### config.mk
export PLATFORM = sky130hd
export DESIGN_NAME = branch_resolve_unit
export DESIGN_NICKNAME = d
export VERILOG_FILES = /design/src/rtl/riscv_br_pkg.sv /design/src/rtl/br_decide.sv /design/src/rtl/branch_resolve_unit.sv
export SDC_FILE = /design/constraint.sdc
export NUM_CORES = 1
export LEC_CHECK = 0
export ABC_CLOCK_PERIOD_IN_PS = 2700
export CORE_UTILIZATION = 40
export CTS_BUF_LIST = sky130_fd_sc_hd__clkbuf_16
export DETAILED_ROUTE_END_ITERATION = 12
export PLACE_DENSITY = 0.78
export SYNTH_ARGS = -nofsm -noshare
export SYNTH_HDL_FRONTEND = slang
export SYNTH_SLANG_ARGS = --single-unit
### constraint.sdc
create_clock -name i_clk -period 2.7 [get_ports i_clk]
set_input_delay 0.405 -clock i_clk [delete_from_list [all_inputs] [get_ports i_clk]]
set_output_delay 0.405 -clock i_clk [all_outputs]
set_load 0.05 [all_outputs]
### src/rtl/riscv_br_pkg.sv
// Shared branch definitions: funct3 encodings and resolve FSM states.
package riscv_br_pkg;

    localparam logic [2:0] BEQ  = 3'b000;
    localparam logic [2:0] BNE  = 3'b001;
    localparam logic [2:0] BLT  = 3'b100;
    localparam logic [2:0] BGE  = 3'b101;
    localparam logic [2:0] BLTU = 3'b110;
    localparam logic [2:0] BGEU = 3'b111;

    typedef enum logic {
        IDLE,
        FLUSH
    } br_state_e;

endpackage

### src/rtl/br_decide.sv
// Combinational branch decision: taken, comparator mode and funct3 legality.
module br_decide
    import riscv_br_pkg::*;
(
    input  logic [2:0] i_funct3,
    input  logic       i_less,
    input  logic       i_equal,
    output logic       o_taken,
    output logic       o_br_un,
    output logic       o_legal
);

    // Decode funct3 into taken/legal; 010/011 are not branches.
    always_comb begin
        o_taken = 1'b0;
        o_legal = 1'b1;
        case (i_funct3)
            BEQ:          o_taken = i_equal;
            BNE:          o_taken = !i_equal;
            BLT, BLTU:    o_taken = i_less;
            BGE, BGEU:    o_taken = !i_less;
            default:      o_legal = 1'b0;
        endcase
    end

    // Unsigned compare only for BLTU/BGEU.
    always_comb begin
        o_br_un = (i_funct3 == BLTU) || (i_funct3 == BGEU);
    end

endmodule

### src/rtl/branch_resolve_unit.sv
// Resolves EX-stage branches against an always-taken prediction, issues a
// registered one-cycle redirect/flush on mispredict, and keeps statistics.
module branch_resolve_unit
    import riscv_br_pkg::*;
#(
    parameter int unsigned XLEN  = 32,
    parameter int unsigned CNT_W = 16
) (
    input  logic             i_clk,
    input  logic             i_reset,
    input  logic             i_ex_valid,
    input  logic             i_ex_is_branch,
    input  logic [2:0]       i_ex_funct3,
    input  logic [XLEN-1:0]  i_ex_pc,
    input  logic             i_br_less,
    input  logic             i_br_equal,
    input  logic             i_stall,
    output logic             o_br_un,
    output logic             o_redirect,
    output logic [XLEN-1:0]  o_redirect_pc,
    output logic             o_flush,
    output logic [CNT_W-1:0] o_branch_cnt,
    output logic [CNT_W-1:0] o_mispredict_cnt
);

    localparam logic [CNT_W-1:0] CntMax = '1;
    localparam logic [XLEN-1:0]  PcStep = XLEN'(4);

    br_state_e        r_state;
    br_state_e        w_state_d;
    logic             r_redirect;
    logic             r_flush;
    logic [XLEN-1:0]  r_redirect_pc;
    logic [CNT_W-1:0] r_branch_cnt;
    logic [CNT_W-1:0] r_mispredict_cnt;

    logic             w_taken;
    logic             w_legal;
    logic             w_resolve;
    logic             w_mispredict;
    logic [XLEN-1:0]  w_pc_next;

    br_decide u_br_decide (
        .i_funct3 (i_ex_funct3),
        .i_less   (i_br_less),
        .i_equal  (i_br_equal),
        .o_taken  (w_taken),
        .o_br_un  (o_br_un),
        .o_legal  (w_legal)
    );

    // Resolution only from IDLE; in FLUSH the EX slot holds a wrong-path op.
    always_comb begin
        w_resolve    = (r_state == IDLE) && i_ex_valid && i_ex_is_branch && w_legal && !i_stall;
        w_mispredict = w_resolve && !w_taken;
        w_pc_next    = i_ex_pc + PcStep;
    end

    // Next-state: enter FLUSH on mispredict, leave on the first unstalled cycle.
    always_comb begin
        w_state_d = r_state;
        case (r_state)
            IDLE:    if (w_mispredict) w_state_d = FLUSH;
            FLUSH:   if (!i_stall) w_state_d = IDLE;
            default: w_state_d = IDLE;
        endcase
    end

    // State and registered redirect/flush outputs, high exactly while in FLUSH.
    always_ff @(posedge i_clk) begin
        if (i_reset) begin
            r_state    <= IDLE;
            r_redirect <= 1'b0;
            r_flush    <= 1'b0;
        end else begin
            r_state    <= w_state_d;
            r_redirect <= (w_state_d == FLUSH);
            r_flush    <= (w_state_d == FLUSH);
        end
    end

    // Redirect target captured at the mispredict; held otherwise.
    always_ff @(posedge i_clk) begin
        if (i_reset) begin
            r_redirect_pc <= '0;
        end else if (w_mispredict) begin
            r_redirect_pc <= w_pc_next;
        end
    end

    // Saturating statistics counters, both updated on the resolving cycle.
    always_ff @(posedge i_clk) begin
        if (i_reset) begin
            r_branch_cnt     <= '0;
            r_mispredict_cnt <= '0;
        end else begin
            if (w_resolve && (r_branch_cnt != CntMax)) begin
                r_branch_cnt <= r_branch_cnt + 1'b1;
            end
            if (w_mispredict && (r_mispredict_cnt != CntMax)) begin
                r_mispredict_cnt <= r_mispredict_cnt + 1'b1;
            end
        end
    end

    assign o_redirect       = r_redirect;
    assign o_flush          = r_flush;
    assign o_redirect_pc    = r_redirect_pc;
    assign o_branch_cnt     = r_branch_cnt;
    assign o_mispredict_cnt = r_mispredict_cnt;

endmodule
## Word-level counts from Yosys, hierarchy flattened

Index checks and enable logic that the tools add are counted.

- Register bits: 65
- Input port bits: 42
- Output and inout bits: 67
- Logic and storage cells: 36

- Add/subtract/negate cells: 3
- Equality and inequality tests: 7
- Muxes and demuxes: 5
- Bitwise gates (word level): 1
- Reduce and logical (&&, ||, !) cells: 16

Operators by type and width:

| operator | count |
|---|---|
| adder 16 x 1 -> 16 bit, second input constant | 2 |
| adder 32 x 3 -> 32 bit, second input constant | 1 |
| inequality test 16 bit, second input constant | 2 |
| equality test 3 bit, second input constant | 4 |
| logical AND 1 bit | 7 |
| OR reduction 6 bit | 1 |
| zero test 1 bit | 4 |
| one-hot mux 1 bit (4 select lines) | 1 |
| OR reduction 2 bit | 2 |
| equality test 3 x 1 -> 1 bit, second input constant | 1 |
| zero test 3 bit | 1 |
| 2-to-1 mux 1 bit | 3 |
| one-hot mux 1 bit (2 select lines) | 1 |
| logical OR 1 bit | 1 |
| NOT 1 bit | 1 |

## Longest topological paths before layout

Gate-level depths: netlist of run 1.

- Depth after elaboration: 8
- Depth in mapped cells: 7
- Gate-level depth less buffers: 6

## By module

Synthesis of run 1 repeated with hierarchy kept, for this count alone.

- Cell total of the unflattened synthesis: 384
- Area total of the unflattened synthesis: 3,250.6 µm²

By module, submodules not included:

| module | times used | cells each | area an instance (µm²) | sequential area each (µm²) |
|---|---|---|---|---|
| branch_resolve_unit | 1 | 378 | 3,208.1 | 1,301.2 |
| br_decide | 1 | 6 | 42.5 | 0.0 |

## Worst setup path before layout of run 1

No wires, ideal clock.

- Kind: flip-flop to flip-flop
- From: register r_branch_cnt[0] (netlist: o_branch_cnt[0])
- To: register r_branch_cnt[14] (netlist: o_branch_cnt[14])
- Library setup time: 0.071 ns
- Arrival time: 2.099 ns
- Required time: 2.629 ns
- Setup slack: 0.530 ns
- Cell stages (with the launch flop): 7
- Path buffers: 0
- Clock period less this slack: 2.170 ns
- Cells stage by stage: dfxtp_1 ha_1 nand2_1 nor4_1 nand4_1 or3_1 a21oi_1

- Word-level cells in the longest chain between the ends: 2
- Elaborated cells between the ends (all ways): 3
- Classes of those cells: add/sub: 1; eq/ne: 1; reduce/logical: 1

RTL lines:

| item | RTL line | text |
|---|---|---|
| start, declared | branch_resolve_unit.sv:34 | `logic [CNT_W-1:0] r_branch_cnt;` |
| start signal, assigned | branch_resolve_unit.sv:98 | `r_branch_cnt <= r_branch_cnt + 1'b1;` |
| parallel branches: the longest is 2 deep, another holds adder 16 x 1 -> 16 bit | - |  |

Several ways; the timed one is not identified.
A chain may end at the register's enable or synchronous reset.

## Worst setup path in the final report of run 1

- From: input i_ex_pc[12]
- To: register r_redirect_pc[26] (netlist: o_redirect_pc[26])

- Word-level cells in the longest chain between the ends: 1

RTL lines:

| item | RTL line | text |
|---|---|---|
| start, declared | branch_resolve_unit.sv:14 | `input logic [XLEN-1:0] i_ex_pc,` |
| adder 32 x 3 -> 32 bit | branch_resolve_unit.sv:56 | `w_pc_next = i_ex_pc + PcStep;` |
| end signal, assigned | branch_resolve_unit.sv:87 | `r_redirect_pc <= w_pc_next;` |
| end, declared | branch_resolve_unit.sv:33 | `logic [XLEN-1:0] r_redirect_pc;` |

Every way passes these cells.

==> impl_metrics.tcl, run 1 <==
set metrics [dict create \
    grt_max_degree 60 \
    clk_pin_slew_ps 50 \
    status "completed" \
    synth-edff-count 0 \
    max-slew-margin-rel_pct 58.1 \
    antenna-diode-count 0 \
    synth_warnings 0 \
    place.gp.congestion 0.828 \
    min_period_ps 2350 \
    cts_tree "built" \
    synth_seq_cells 65 \
    clock.fmax_mhz 426 \
    first_pass_iters 4 \
    rsz0062_at_grt "false" \
    syn_to_final_growth_pct 44.8 \
    drt_iter0_markers 103 \
    worstPathRequired_ps 2930 \
    numCtsBuffers 9 \
    setup_viol 0 \
    cts_buffer_depth 2 \
    hp-class "flop to flop" \
    cts_root_buf "clkbuf_16" \
    hold_buffers 0 \
    placed_cell_area_sq_um 4620 \
    rows 33 \
    multi_input_area_sq_um 1960 \
    seq_area_sq_um 1300 \
    wl_per_cell_um 13.6 \
    vias 3274 \
    antenna_found_initial 0 \
    post-route-period-util_pct 87.0 \
    fill_cells 715 \
    clk_latency_ps 310 \
    grt.total_usage_pct 19.4 \
    nets 560 \
    cp-end-kind "flop" \
    critPathKind "input pin to flop" \
    syn_area_sq_um 3370 \
    cts.sinks 65 \
    overflow 0 \
    synth_nets 443 \
    start_util_pct 41.2 \
    die_width_um 93.7 \
    dpl.hpwl_um 6330 \
    cts-resized-gates 0 \
    yosysSeqAreaShare_pct 38.7 \
    power.leakage_uw 0.00165 \
    drt_wl_total_um 8470 \
    syn-instance-count 398 \
    ys.flop_type "dfxtp_1" \
    avgSynthCellArea_sq_um 8.46 \
    grt_pass1_wl_um 13600 \
    cellPowerDensity_nw_per_um2 470 \
    worstMarginPinSlew_ps 628 \
    grt_pass1_vias 2980 \
    finalClockSkew_ps 8.45 \
    hold_viol 0 \
    ir_drop_mv 0.406 \
    ys_async_sr_fraction_pct 0 \
    crit_fanout 8 \
    maxCapViolCount 0 \
    drc_errors 0 \
    stdcell_area_sq_um 4870 \
    cp-start-kind "input pin" \
    arrival_ps 2580 \
    core_area_sq_um 8180 \
    ys_types 45 \
    fin_setup_tns_ps 0 \
    port_buffers 108 \
    antenna_left 0 \
    drv_slew 0 \
    die_area_sq_um 8790 \
    avgViaCountPerCell 5.25 \
    cts_max_level 3 \
    layout-drive-gt1-share_pct 7.13 \
    io_pins 109 \
    cts_setup_buffers 0 \
    die_y_um 93.7 \
]
==> metal layers <==
layer	wire [um]	up-vias	global-route usage, %	share of wire (%)
met4	23	0	5.64	0.27
met5	0	-	0	0
met1	3630	1499	23.2	43
li1	-	1680	-	-
met3	548	2	4.69	6.5
met2	4260	93	34.3	50
==> kinds of logic (layout without fill, tap and decap cells) <==
kind of cell,Yosys count,count (layout),synth area share (%)
AOI/OAI and AO/OA,56,56,12.0
xor gates and xnor gates,51,51,13.3
adders and majority gates,3,3,1.12
buffers and inverters,25,146,3.23
DFF,65,65,38.7
muxes,3,3,0.892
and+or+nand+nor,195,195,30.9
==> final timing paths <==
path                            slack [ps]  cells after the start                    to                 from
worst max-delay path                   350                      6     o_redirect_pc[26]          i_ex_pc[12]
worst min-delay path                   460                      2      o_redirect_pc[0]     o_redirect_pc[0]
worst max register to register         720                      6  o_mispredict_cnt[10]  o_mispredict_cnt[0]
worst min register to register         460                      2      o_redirect_pc[0]     o_redirect_pc[0]
==> placed cells by master, fill, tap and decap left out, drive strengths merged, types with 2 or more instances in the layout <==
cell           Yosys  routed
a211oi            27      27
a21oi              8       8
a311oi             5       5
and2               3       3
and3               9       9
and4               4       4
buf                5      15
clkbuf            11       9
clkdlybuf4s50      0     107
clkinv             0       6
dfxtp             65      65
ha                 3       3
inv                9       9
mux2i              3       3
nand2             25      25
nand3             22      22
nand4             22      22
nand4bb            2       2
nor2              66      66
nor2b              2       2
nor3              14      14
nor4               9       9
nor4b              2       2
o211ai             4       4
o21ai              6       6
or2                2       2
or3                6       6
or4                4       4
xnor2             22      22
xor2              29      29
==> cell usage after synthesis, types with 4 or more instances <==
cell type / number / area, sq um
nor2_1: 66 / 248
dfxtp_1: 65 / 1300
xor2_1: 29 / 254
a211oi_1: 26 / 195
nand2_1: 25 / 93.8
nand3_1: 22 / 110
xnor2_1: 22 / 193
nand4_1: 20 / 125
nor3_1: 14 / 70.1
clkbuf_1: 11 / 41.3
inv_1: 9 / 33.8
a21oi_1: 8 / 40.0
and3_1: 8 / 50.1
nor4_1: 7 / 43.8
o21ai_0: 6 / 30.0
a311oi_1: 5 / 43.8
or3_1: 5 / 31.3
and4_1: 4 / 35.0
o211ai_1: 4 / 30.0
or4_1: 4 / 30.0
==> worst max-delay path, stage by stage <==
cell             delay, ps
clkdlybuf4s50_1        550
nand4_2                190
or4_1                  750
nor4_4                 310
xnor2_1                130
a211oi_2               240
==> stage by stage <==
step / util [%] / setup WS [ps] / total power, uW / hold slack, ps / std cells
2_1_floorplan: - / 530 / 1170 / 501 / 398
3_3_place_gp: 56.6 / 166 / 1320 / 448 / 609
3_5_place_dp: 56.6 / 30.4 / 1320 / 453 / 609
4_1_cts: 59.6 / 357 / 2320 / 460 / 624
5_1_grt: 59.6 / 267 / 2390 / 488 / 624
6_report: 59.6 / 350 / 2290 / 455 / 624
==> area by class of cell <==
| cell class | instances | area share, % |
|---|---|---|
| Timing Repair Buffer | 122 | 24.5 |
| Clock inverter | 6 | 0.539 |
| Multi-Input combinational cell | 308 | 40.3 |
| Clock buffer | 9 | 4.62 |
| Inverter | 9 | 0.693 |
| Tap cell | 105 | 2.70 |
| Sequential cell | 65 | 26.7 |
==> power by group <==
group / switching, uW / internal [uW]
Combinational: 180 / 133
Sequential: 11.0 / 979
Clock: 387 / 600
==> state kept, by name, summed over array words and instances, names as in the netlist <==
signal            flops
o_redirect_pc        32
o_mispredict_cnt     16
o_flush               1
o_branch_cnt         16
Power figures use the tool's default switching activity.
==> run 2: changes to the inputs <==
--- a/config.mk
+++ b/config.mk
@@ -5,9 +5,10 @@
 export SDC_FILE = /design/constraint.sdc
 export NUM_CORES = 1
 export LEC_CHECK = 0
-export ABC_CLOCK_PERIOD_IN_PS = 2700
+export ABC_CLOCK_PERIOD_IN_PS = 2950
 export CORE_UTILIZATION = 40
 export CTS_BUF_LIST = sky130_fd_sc_hd__clkbuf_16
+export CTS_CLUSTER_SIZE = 14
 export DETAILED_ROUTE_END_ITERATION = 12
 export PLACE_DENSITY = 0.78
 export SYNTH_ARGS = -nofsm -noshare
==> constraint.sdc (replaced) <==
create_clock -name i_clk -period 2.95 [get_ports i_clk]
set_input_delay 0.4425 -clock i_clk [delete_from_list [all_inputs] [get_ports i_clk]]
set_output_delay 0.4425 -clock i_clk [all_outputs]
set_load 0.05 [all_outputs]
==> impl_metrics.tcl, run 2 (synthesis results as in run 1) <==
set metrics [dict create \
    r2r_cells 6 \
    multi_input_area_sq_um 1960 \
    r2r_setup_slack_ps 950 \
    antenna-diode-count 0 \
    final_common_cell "clkdlybuf4s50_1" \
    min_to "o_redirect_pc[1]" \
    clk_pin_slew_ps 50 \
    power.total_uw 2300 \
    cp-end-kind "output pin" \
    cellPowerDensity_nw_per_um2 470 \
    critPathKind "input pin to output pin" \
    antenna_left 0 \
    hp-class "flop to flop" \
    grt_pass1_vias 3064 \
    largest_register_ffs 32 \
    finalClockSkew_ps 6.32 \
    maxCapViolCount 0 \
    drt_wl_total_um 8620 \
    core_area_sq_um 8180 \
    fin_cells 619 \
    start_util_pct 41.2 \
    rsz0062_at_grt "false" \
    hold_buffers 0 \
    drc_errors 0 \
    power.leakage_uw 0.00165 \
    grt_pass1_wl_um 13800 \
    place.gp.congestion 0.875 \
    cts_tree "built" \
    final_cell_mix "clkdlybuf4s50_1, nor2_1, dfxtp_1, xor2_1, a211oi_1" \
    cts_setup_buffers 0 \
    post-route-period-util_pct 78.7 \
    cts_max_level 3 \
    wl_per_cell_um 13.9 \
    rows 33 \
    io_pins 109 \
    die_area_sq_um 8790 \
    fill_cells 728 \
    crit_fanout 3 \
    layout-drive-gt1-share_pct 6.61 \
    worstPathRequired_ps 2510 \
    antenna_found_initial 0 \
    setup_viol 0 \
    dp.cells 603 \
    fin_setup_tns_ps 0 \
    numCtsBuffers 9 \
    avgViaCountPerCell 5.43 \
    overflow 0 \
    nets 554 \
    grt_max_degree 60 \
    drv_slew 0 \
    max-slew-margin-rel_pct 52.6 \
    first_pass_iters 4 \
    worstMarginPinSlew_ps 712 \
    cts.sinks 65 \
    hold_depth 2 \
    hold_viol 0 \
    port_buffers 108 \
    cp-start-kind "input pin" \
    cts_root_buf "clkbuf_16" \
    vias 3360 \
    clock.fmax_mhz 431 \
    ir_drop_mv 0.426 \
    cts-resized-gates 0 \
    seq_area_sq_um 1300 \
    status "completed" \
    drt_iter0_markers 137 \
    worstHoldStart "o_redirect_pc[1]" \
    die_width_um 93.7 \
    cts_buffer_depth 2 \
    dpl.hpwl_um 6250 \
    grt.total_usage_pct 19.9 \
    r2r_start "o_mispredict_cnt[0]" \
    die_y_um 93.7 \
    arrival_ps 1880 \
    worst_r2r_endpoint "o_mispredict_cnt[10]" \
    min_period_ps 2320 \
    syn_to_final_growth_pct 45.3 \
    clk_latency_ps 320 \
]
## run 2: worst max path at each step
stage,endpoint,from
after global routing,o_redirect_pc[23],i_ex_pc[11]
after global placement,o_redirect_pc[26],i_ex_pc[11]
final,o_br_un,i_ex_funct3[2]
after floorplan,o_branch_cnt[14],o_branch_cnt[0]
after CTS,o_br_un,i_ex_funct3[2]
after detailed placement,o_redirect_pc[26],i_ex_pc[11]
## run 2: final cells by class
class / instances / area share (%)
Multi-Input combinational cell: 308 / 40.1
Inverter: 9 / 0.691
Tap cell: 105 / 2.69
Timing Repair Buffer: 116 / 23.5
Clock inverter: 7 / 1.77
Clock buffer: 9 / 4.61
Sequential cell: 65 / 26.6
## run 2: report_power, final
group          switching [uW]  total [uW]  internal, uW
Sequential               10.8         906           896
Combinational             164         282           118
Clock                     378        1110           731
Total                     553        2300          1740
## run 2: per-layer routing
layer / GRT usage (%) / routed length [um] / vias up
met3: 5.83 / 649 / 12
met1: 24.1 / 3680 / 1560
li1: - / - / 1673
met5: 0 / 0 / -
met2: 33.0 / 4170 / 115
met4: 7.82 / 116 / 0
## run 2: metrics by stage
stage | hold slack (ps) | worst slack (ps) | utilization [%] | instance area (sq um)
2_1_floorplan | 538 | 780 | - | 3370
4_1_cts | 456 | 616 | 59.8 | 4890
3_5_place_dp | 449 | 311 | 56.0 | 4580
6_report | 452 | 628 | 59.8 | 4890
3_3_place_gp | 446 | 380 | 56.0 | 4580
5_1_grt | 473 | 555 | 59.8 | 4890
## run 2: worst max-delay path, cell delays in order
cell	delay, ps
clkdlybuf4s50_1	520
and2_1	130
clkdlybuf4s50_1	790
==> run 3: changes to the inputs <==
--- a/config.mk
+++ b/config.mk
@@ -5,12 +5,12 @@
 export SDC_FILE = /design/constraint.sdc
 export NUM_CORES = 1
 export LEC_CHECK = 0
-export ABC_CLOCK_PERIOD_IN_PS = 2950
+export ABC_CLOCK_PERIOD_IN_PS = 1900
 export CORE_UTILIZATION = 40
 export CTS_BUF_LIST = sky130_fd_sc_hd__clkbuf_16
 export CTS_CLUSTER_SIZE = 14
 export DETAILED_ROUTE_END_ITERATION = 12
-export PLACE_DENSITY = 0.78
+export PLACE_DENSITY = 0.81
 export SYNTH_ARGS = -nofsm -noshare
 export SYNTH_HDL_FRONTEND = slang
 export SYNTH_SLANG_ARGS = --single-unit
==> constraint.sdc (replaced) <==
create_clock -name i_clk -period 1.9 [get_ports i_clk]
set_input_delay 0.285 -clock i_clk [delete_from_list [all_inputs] [get_ports i_clk]]
set_output_delay 0.285 -clock i_clk [all_outputs]
set_load 0.05 [all_outputs]
==> impl_metrics.tcl, run 3 (synthesis results as in run 1) <==
set metrics [dict create \
    cp-end-kind "flop" \
    clk_latency_ps 320 \
    timing.hold.ws_ps 432 \
    place.gp.congestion 0.932 \
    post-route-period-util_pct 97.6 \
    final_cell_mix "clkdlybuf4s50_1, buf_4, nor2_1, dfxtp_1, xor2_1" \
    dpl.hpwl_um 7270 \
    die_width_um 93.7 \
    cts_tree "built" \
    overflow 0 \
    critical_path.cell_chain "clkdlybuf4s50_1, buf_4, nand4_1, nor4_1, buf_4, nand3_1, xor2_1, a211oi_1" \
    drc_errors 0 \
    cts_buffer_depth 2 \
    grt_pass1_vias 3494 \
    avgViaCountPerCell 5.34 \
    hold_depth 2 \
    maxCapViolCount 0 \
    hold_buffers 0 \
    io_pins 109 \
    core_area_sq_um 8180 \
    worstMarginPinSlew_ps 571 \
    cts_max_level 3 \
    clk_pin_slew_ps 50 \
    nets 617 \
    rows 33 \
    grt.total_usage_pct 23.2 \
    antenna-diode-count 0 \
    final_util_pct 67.6 \
    hp-class "input pin to flop" \
    cts.sinks 65 \
    worst_r2r_endpoint "o_mispredict_cnt[10]" \
    cellPowerDensity_nw_per_um2 611 \
    wl_per_cell_um 14.6 \
    drt_iter0_markers 94 \
    largest_register_ffs 32 \
    critPathKind "input pin to flop" \
    r2r_setup_slack_ps 150 \
    die_area_sq_um 8790 \
    max-slew-margin-rel_pct 61.9 \
    crit_fanout 5 \
    cp_slowest_cell "clkdlybuf4s50_1" \
    antenna_found_initial 0 \
    start_util_pct 41.2 \
    cp-start-kind "input pin" \
    min_to "o_mispredict_cnt[4]" \
    die_y_um 93.7 \
    min_period_ps 1850 \
    hold_viol 0 \
    power.leakage_uw 0.00207 \
    multi_input_area_sq_um 2140 \
    worstPathRequired_ps 2130 \
    grt_max_degree 31 \
    clock.fmax_mhz 539 \
    fill_cells 630 \
    status "completed" \
    drt_wl_total_um 9930 \
    worstHoldStart "i_reset" \
    final_common_cell "clkdlybuf4s50_1" \
    arrival_ps 2090 \
    vias 3629 \
    syn_to_final_growth_pct 64.2 \
    numCtsBuffers 9 \
    r2r_cells 5 \
    first_pass_iters 4 \
    antenna_left 0 \
    cp_common_cell "buf_4" \
    port_buffers 108 \
    seq_area_sq_um 1330 \
    ir_drop_mv 0.617 \
    layout-drive-gt1-share_pct 25.0 \
    critPathMaxStageDelay_ps 510 \
    drv_slew 0 \
    setup_viol 0 \
    r2r_start "o_flush" \
    cts_root_buf "clkbuf_16" \
    finalClockSkew_ps 3.23 \
    grt_pass1_wl_um 16000 \
]
-- run 3: worst max-delay path by stage --
| stage | from | end | slack (ps) |
|---|---|---|---|
| 6_report | i_ex_pc[5] | o_redirect_pc[18] | 50 |
| 4_1_cts | o_mispredict_cnt[12] | o_mispredict_cnt[12] | 2 |
| 3_3_place_gp | i_ex_pc[12] | o_redirect_pc[26] | -450 |
| 2_1_floorplan | o_mispredict_cnt[12] | o_mispredict_cnt[5] | 2 |
| 3_5_place_dp | i_ex_pc[12] | o_redirect_pc[24] | -500 |
| 5_1_grt | i_stall | o_mispredict_cnt[14] | -20 |
-- run 3: report_power, final --
group | switching [uW] | internal, uW | total [uW] | leakage [uW]
Combinational | 293 | 253 | 546 | 0.00141
Clock | 571 | 852 | 1420 | 0.000122
Sequential | 16.5 | 1390 | 1410 | 0.000536
Total | 881 | 2500 | 3380 | 0.00207
-- run 3: critical path, delay by kind of cell --
family	cells	cell delay [ps]
buf+inv	3	850
xor+xnor	1	160
compound gates	1	240
simple gates	3	570
-- run 3: through the flow --
step / setup WS, ps / cells / area (sq um) / total power [uW] / setup TNS, ps
finish: 45.2 / 680 / 5530 / 3380 / 0
global route: -20.5 / 680 / 5530 / 3500 / -29.6
CTS: 2.04 / 679 / 5390 / 3370 / 0
detailed placement: -497 / 661 / 5080 / 1960 / -16180
global placement: -448 / 661 / 5080 / 1950 / -13970
floorplan: 1.53 / 398 / 3420 / 1670 / 0
-- run 3: what timing repair did --
item                       CTS  global route
gates resized for setup     21            27
setup endpoints to repair   18            40
pin swaps                    2             8
setup buffers                4             2
-- run 3: layer usage --
metal / track usage [%] / vias up / routed length (um)
met4: 12.2 / 0 / 246
met2: 39.1 / 123 / 4990
li1: - / 1791 / -
met5: 0 / - / 0
met1: 27.2 / 1695 / 4060
met3: 5.50 / 20 / 625
-- run 3: final cells by class --
class | instances | share of cell area [%]
sequential | 65 | 24.0
timing repair buffer | 179 | 29.6
clock buffer | 9 | 4.08
tap | 105 | 2.38
inverter | 9 | 0.611
multi-input combinational | 308 | 38.8
clock inverter | 5 | 0.453
